[src/rtl/acc_feeder_if.sv]
// Host-side entry handshake and accumulator-side serial outputs of acc_feeder.
// The producer uses the master modport and the feeder uses the slave modport.
interface acc_feeder_if #(
    parameter int WIDTH = 32,
    parameter int DEPTH = 4
);
    logic                     in_valid;
    logic                     in_ready;
    logic [WIDTH-1:0]         in_data;
    logic                     in_clear;
    logic                     add;
    logic                     rx;
    logic                     clear;
    logic                     busy;
    logic [$clog2(DEPTH):0]   fifo_level;

    modport master (
        output in_valid, in_data, in_clear,
        input  in_ready, add, rx, clear, busy, fifo_level
    );

    modport slave (
        input  in_valid, in_data, in_clear,
        output in_ready, add, rx, clear, busy, fifo_level
    );
endinterface

[src/rtl/acc_feeder.sv]
// Buffers host words and clear commands in a small FIFO, then replays each one
// to the serial accumulator as a start bit, WIDTH bits MSB first and an idle gap.
module acc_feeder #(
    parameter int WIDTH      = 32,
    parameter int DEPTH      = 4,
    parameter int GAP_CYCLES = 2,
    parameter int CLR_CYCLES = 1
) (
    input logic         clk,
    input logic         rst,
    acc_feeder_if.slave bus
);
    localparam int AW   = $clog2(DEPTH);
    localparam int LW   = AW + 1;
    localparam int MAXC = (WIDTH > GAP_CYCLES)
                        ? ((WIDTH > CLR_CYCLES) ? WIDTH : CLR_CYCLES)
                        : ((GAP_CYCLES > CLR_CYCLES) ? GAP_CYCLES : CLR_CYCLES);
    localparam int CW   = $clog2(MAXC + 1);

    typedef enum logic [2:0] {IDLE, START, SHIFT, GAP, CLR} state_t;

    // FIFO storage: one entry is {clear flag, data word}
    logic [WIDTH:0]   mem [DEPTH];
    logic [AW-1:0]    wr_ptr, rd_ptr;
    logic [LW-1:0]    level;
    logic             full, empty, push, pop;
    logic [WIDTH:0]   head;

    state_t           state, state_d;
    logic [CW-1:0]    cnt, cnt_d;
    logic [WIDTH-1:0] sh, sh_d;
    logic             add_q, rx_q, clear_q;
    logic             add_d, rx_d, clear_d;

    assign full  = (level == LW'(DEPTH));
    assign empty = (level == '0);
    assign push  = bus.in_valid && !full;
    assign head  = mem[rd_ptr];

    // NOTE: the storage array has no reset; emptiness is defined by level and
    // the pointers alone, so clearing the data would only cost logic.
    always_ff @(posedge clk) begin
        if (push) begin
            mem[wr_ptr] <= {bus.in_clear, bus.in_data};
        end
    end

    always_ff @(posedge clk or posedge rst) begin
        if (rst) begin
            wr_ptr <= '0;
            rd_ptr <= '0;
            level  <= '0;
        end else begin
            if (push) wr_ptr <= wr_ptr + 1'b1;
            if (pop)  rd_ptr <= rd_ptr + 1'b1;
            case ({push, pop})
                2'b10:   level <= level + 1'b1;
                2'b01:   level <= level - 1'b1;
                default: level <= level;
            endcase
        end
    end

    // NOTE: add/rx/clear are decoded from the *next* state so the registered
    // outputs line up exactly with the state they describe.
    always_comb begin
        state_d = state;
        cnt_d   = cnt;
        sh_d    = sh;
        add_d   = 1'b0;
        rx_d    = 1'b1;
        clear_d = 1'b0;
        pop     = 1'b0;
        case (state)
            IDLE: begin
                if (!empty) begin
                    pop   = 1'b1;
                    cnt_d = '0;
                    if (head[WIDTH]) begin
                        state_d = CLR;
                        clear_d = 1'b1;
                    end else begin
                        state_d = START;
                        add_d   = 1'b1;
                        rx_d    = 1'b0;
                        sh_d    = head[WIDTH-1:0];
                    end
                end
            end
            START: begin
                state_d = SHIFT;
                cnt_d   = '0;
                add_d   = 1'b1;
                rx_d    = sh[WIDTH-1];
                sh_d    = {sh[WIDTH-2:0], 1'b0};
            end
            SHIFT: begin
                if (cnt == CW'(WIDTH - 1)) begin
                    state_d = GAP;
                    cnt_d   = '0;
                end else begin
                    cnt_d = cnt + 1'b1;
                    add_d = 1'b1;
                    rx_d  = sh[WIDTH-1];
                    sh_d  = {sh[WIDTH-2:0], 1'b0};
                end
            end
            GAP: begin
                if (cnt == CW'(GAP_CYCLES - 1)) begin
                    state_d = IDLE;
                    cnt_d   = '0;
                end else begin
                    cnt_d = cnt + 1'b1;
                end
            end
            CLR: begin
                if (cnt == CW'(CLR_CYCLES - 1)) begin
                    state_d = GAP;
                    cnt_d   = '0;
                end else begin
                    cnt_d   = cnt + 1'b1;
                    clear_d = 1'b1;
                end
            end
            default: state_d = IDLE;
        endcase
    end

    always_ff @(posedge clk or posedge rst) begin
        if (rst) begin
            state   <= IDLE;
            cnt     <= '0;
            sh      <= '0;
            add_q   <= 1'b0;
            rx_q    <= 1'b1;
            clear_q <= 1'b0;
        end else begin
            state   <= state_d;
            cnt     <= cnt_d;
            sh      <= sh_d;
            add_q   <= add_d;
            rx_q    <= rx_d;
            clear_q <= clear_d;
        end
    end

    assign bus.in_ready   = !full;
    assign bus.add        = add_q;
    assign bus.rx         = rx_q;
    assign bus.clear      = clear_q;
    assign bus.busy       = (state != IDLE) || !empty;
    assign bus.fifo_level = level;
endmodule

[src/flat_wrapper.sv]
// flat-port wrapper written by rule: the top's interface ports become plain ports
module acc_feeder_flat 
#(
    parameter int WIDTH      = 32,
    parameter int DEPTH      = 4,
    parameter int GAP_CYCLES = 2,
    parameter int CLR_CYCLES = 1
)
  (clk, rst, bus_in_valid, bus_in_data, bus_in_clear, bus_in_ready, bus_add, bus_rx, bus_clear, bus_busy, bus_fifo_level);
  acc_feeder_if #(.WIDTH(WIDTH), .DEPTH(DEPTH)) bus_i ();
  input logic clk;
  input logic rst;
  input wire logic [$bits(bus_i.in_valid)-1:0] bus_in_valid;
  input wire logic [$bits(bus_i.in_data)-1:0] bus_in_data;
  input wire logic [$bits(bus_i.in_clear)-1:0] bus_in_clear;
  output wire logic [$bits(bus_i.in_ready)-1:0] bus_in_ready;
  output wire logic [$bits(bus_i.add)-1:0] bus_add;
  output wire logic [$bits(bus_i.rx)-1:0] bus_rx;
  output wire logic [$bits(bus_i.clear)-1:0] bus_clear;
  output wire logic [$bits(bus_i.busy)-1:0] bus_busy;
  output wire logic [$bits(bus_i.fifo_level)-1:0] bus_fifo_level;
  assign bus_i.in_valid = bus_in_valid;
  assign bus_i.in_data = bus_in_data;
  assign bus_i.in_clear = bus_in_clear;
  assign bus_in_ready = bus_i.in_ready;
  assign bus_add = bus_i.add;
  assign bus_rx = bus_i.rx;
  assign bus_clear = bus_i.clear;
  assign bus_busy = bus_i.busy;
  assign bus_fifo_level = bus_i.fifo_level;
  acc_feeder #(.WIDTH(WIDTH), .DEPTH(DEPTH), .GAP_CYCLES(GAP_CYCLES), .CLR_CYCLES(CLR_CYCLES)) u_core (.clk(clk), .rst(rst), .bus(bus_i));
endmodule
[config.mk]
export PLATFORM = sky130hd
export DESIGN_NAME = acc_feeder_flat
export DESIGN_NICKNAME = d
export VERILOG_FILES = /design/src/rtl/acc_feeder_if.sv /design/src/rtl/acc_feeder.sv /design/src/flat_wrapper.sv
export SDC_FILE = /design/constraint.sdc
export NUM_CORES = 1
export LEC_CHECK = 0
export BUFFER_PORTS_ARGS = -buffer_cell sky130_fd_sc_hd__clkbuf_2
export CAP_MARGIN = 20
export CORE_MARGIN = 2
export CORE_UTILIZATION = 25
export DETAILED_ROUTE_END_ITERATION = 8
export GPL_TIMING_DRIVEN = 0
export SLEW_MARGIN = 25
export SYNTH_ARGS = -nofsm -noshare
export SYNTH_HDL_FRONTEND = slang
export SYNTH_SLANG_ARGS = --single-unit
export TNS_END_PERCENT = 50
[constraint.sdc]
create_clock -name clk -period 4.35 [get_ports clk]
set_clock_uncertainty 0.2 [all_clocks]
set_input_delay 0.2175 -clock clk [delete_from_list [all_inputs] [get_ports clk]]
set_output_delay 0.2175 -clock clk [all_outputs]
set_load 0.02 [all_outputs]
==> impl_metrics.tcl <==
set metrics [dict create \
    status "finished clean" \
    syn_to_final_growth_pct 23.1 \
    final_util_pct 31.3 \
    cp_max_fo 10 \
    die_y_um 178 \
    floorplan.initialDensity_pct 25.4 \
    final_nets 539 \
    ys_seq_area_share_pct 69.3 \
    cap_violations 0 \
    path_class "register to register" \
    drc_errors 0 \
    crit_required_ns 4.50 \
    syn_area_um2 7560 \
    dieWidth_um 178 \
    dp_hpwl_mm 9.20 \
    cts_max_path_buffers 2 \
    crit_path_start_kind "register" \
    cp.arrival_ns 2.98 \
    dieArea_um2 31600 \
    syn-num-nets 439 \
    worst_pin_slew_ns 0.740 \
    hold_buffers 34 \
    place_ws_ns 1.53 \
    slew_violations 0 \
    max-vdd-ir-drop_uv 333 \
    fin_ws_ns 1.51 \
    synth_cell_types 40 \
    finalSetupViolCount 0 \
    holdPathStages 3 \
    synth_seq_cells 183 \
    syn_area_per_cell_um2 19.2 \
    synth-edff-count 132 \
    relSlewSlack_pct 50.2 \
    reg2reg_depth 8 \
    ios 44 \
    overflow 0 \
    drt-total-wl_mm 14.0 \
    gp_congestion 0.664 \
    cp-end-kind "register" \
    coreArea_um2 29700 \
    cts_resized 0 \
    clock_latency_ns 0.42 \
    post_cts_buffers 0 \
    grt_pass1_wl_mm 22.6 \
    grt_pass1_vias 4036 \
    dr.pass1.iters 6 \
    synth_cells 394 \
    drt-initial-drc-count 250 \
    numPortBuffers 43 \
    n_antenna_cell 0 \
    cts_max_level 4 \
    drive_gt1_share_pct 38.1 \
    period_minus_slack_ns 2.84 \
    routed-via-count 3772 \
    cts_num_sinks 183 \
    p_leak_nw 3.40 \
    hold_viol 0 \
    cts_root_buffer "clkbuf_16" \
    grt_start_max_net_pins 52 \
    power_density_nw_per_um2 753 \
    cts_tree "built" \
    detail_route.wl_per_cell_um 15.6 \
    synth_async_sr_flop_share_pct 27.9 \
    fmax_ghz 0.352 \
    finalSetupTns_ns 0 \
    ant_nets 0 \
    rsz0062_at_grt "false" \
    cts_made_buffers 17 \
    power_mw 7.01 \
    holdWs_ns 0.0357 \
    period_share_pct 65.2 \
    viasPerCell 4.21 \
    antenna_found_initial 0 \
    grtUsageTotal_pct 9.48 \
    worst_hold_path_type "primary input to register" \
    synth_ff_type "edfxtp_1" \
    path_clk_slew_ns 0.07 \
    fp-row-count 63 \
    yosys_warnings 0 \
]
-- power by group --
| part | switching (mW) | internal, mW | total, mW | leakage, nW |
|---|---|---|---|---|
| Combinational | 1.27 | 1.57 | 2.84 | 1.28 |
| Clock | 0.688 | 0.873 | 1.56 | 0.298 |
| Sequential | 0.202 | 2.41 | 2.61 | 1.82 |
| Total | 2.16 | 4.85 | 7.01 | 3.40 |
-- layer usage --
metal / vias to the layer above / share of wire (%) / track usage (%)
li1: 1749 / - / -
met1: 1946 / 44 / 11.8
met2: 64 / 51 / 16.1
met3: 13 / 3.6 / 2.85
met4: 0 / 0.90 / 2.36
met5: - / 0 / 0
-- synthesized netlist by cell type, types with 4 or more instances --
cell type,number,area share [%]
mux4_2,33,9.8
clkbuf_1,9,0.45
edfxtp_1,132,52
dfrtp_1,50,17
a21oi_1,6,0.40
ha_1,8,1.3
nand2_1,7,0.35
and3_1,4,0.33
or3_1,4,0.33
buf_6,5,0.74
nor2_1,6,0.30
xnor2_1,4,0.46
buf_2,4,0.26
nor4_1,4,0.33
mux2_2,36,5.4
inv_1,12,0.60
o22ai_1,4,0.33
nor3_1,4,0.26
mux2_4,28,5.6
-- stage by stage --
step | std cells | cell area, um2
after floorplan | 394 | 7560
after global placement | 827 | 8260
after detailed placement | 831 | 8350
after CTS | 897 | 9310
after global routing | 897 | 9310
final | 897 | 9310
-- flip-flops by register name, indices dropped and copies added (netlist names) --
register,flops
u_core.cnt,6
u_core.mem,132
u_core.bus.add,1
u_core.state,3
u_core.sh,32
u_core.bus.clear,1
u_core.rd_ptr,2
u_core.wr_ptr,2
u_core.bus.rx,1
u_core.bus.fifo_level,3
-- placed cells by master, fill, tap and decap left out, types with 3 or more instances in the layout --
cell | Yosys | layout
edfxtp_1 | 132 | 132
dfrtp_1 | 50 | 50
clkbuf_2 | 0 | 43
mux2_2 | 36 | 36
dlygate4sd3_1 | 0 | 34
mux4_2 | 33 | 33
mux2_4 | 28 | 28
clkbuf_16 | 0 | 17
inv_1 | 12 | 11
clkbuf_1 | 9 | 9
ha_1 | 8 | 8
nand2_1 | 7 | 7
a21oi_1 | 6 | 6
nor2_1 | 6 | 6
buf_6 | 5 | 5
buf_2 | 4 | 4
nor4_1 | 4 | 4
or3_1 | 4 | 4
xnor2_1 | 4 | 4
nor3_1 | 4 | 4
and3_2 | 0 | 4
o22ai_1 | 4 | 4
inv_6 | 0 | 4
buf_12 | 0 | 4
xor2_1 | 3 | 3
mux2i_1 | 3 | 3
o31ai_1 | 3 | 3
nand3_1 | 3 | 3
clkinv_4 | 0 | 3
-- kinds of logic (layout without fill, tap and decap cells) --
| logic type | Yosys count | after routing | synth area share (%) |
|---|---|---|---|
| DFF | 183 | 183 | 69.3 |
| muxes | 100 | 100 | 21.2 |
| and+or+nand+nor | 41 | 41 | 3.01 |
| buffers and inverters | 30 | 143 | 2.05 |
| AOI/OAI and AO/OA | 24 | 24 | 2.05 |
| adders and majority gates | 9 | 9 | 1.59 |
| xor gates and xnor gates | 7 | 7 | 0.811 |
-- worst paths after layout --
check	from	endpoint	slack, ns
max in group asynchronous	rst	u_core.sh[15]	3.25
min in group asynchronous	rst	u_core.sh[31]	0.26
max reg2reg	u_core.state[1]	u_core.bus.fifo_level[2]	1.51
min reg2reg	u_core.sh[15]	u_core.sh[15]	0.31
min	bus_in_valid	u_core.wr_ptr[0]	0.04
max	u_core.state[1]	u_core.bus.fifo_level[2]	1.51
-- critical path: stages (launching register included) --
cell and delay [ns]:
dfrtp_1 0.46, clkbuf_1 0.24, nor4_1 0.70, ha_1 0.30
inv_1 0.06, fa_1 0.37, xor2_1 0.15, nor2_1 0.12
xor2_1 0.17
-- layout make-up --
| class | instances | area, um2 |
|---|---|---|
| Fill cell | 2859 | 20400 |
| Sequential cell | 183 | 5240 |
| Multi-Input combinational cell | 181 | 2170 |
| Timing Repair Buffer | 81 | 636 |
| Tap cell | 390 | 488 |
| Clock buffer | 17 | 425 |
| Clock inverter | 15 | 189 |
| Buffer | 18 | 110 |
| Inverter | 12 | 47.5 |
Power figures use the tool's default switching activity.
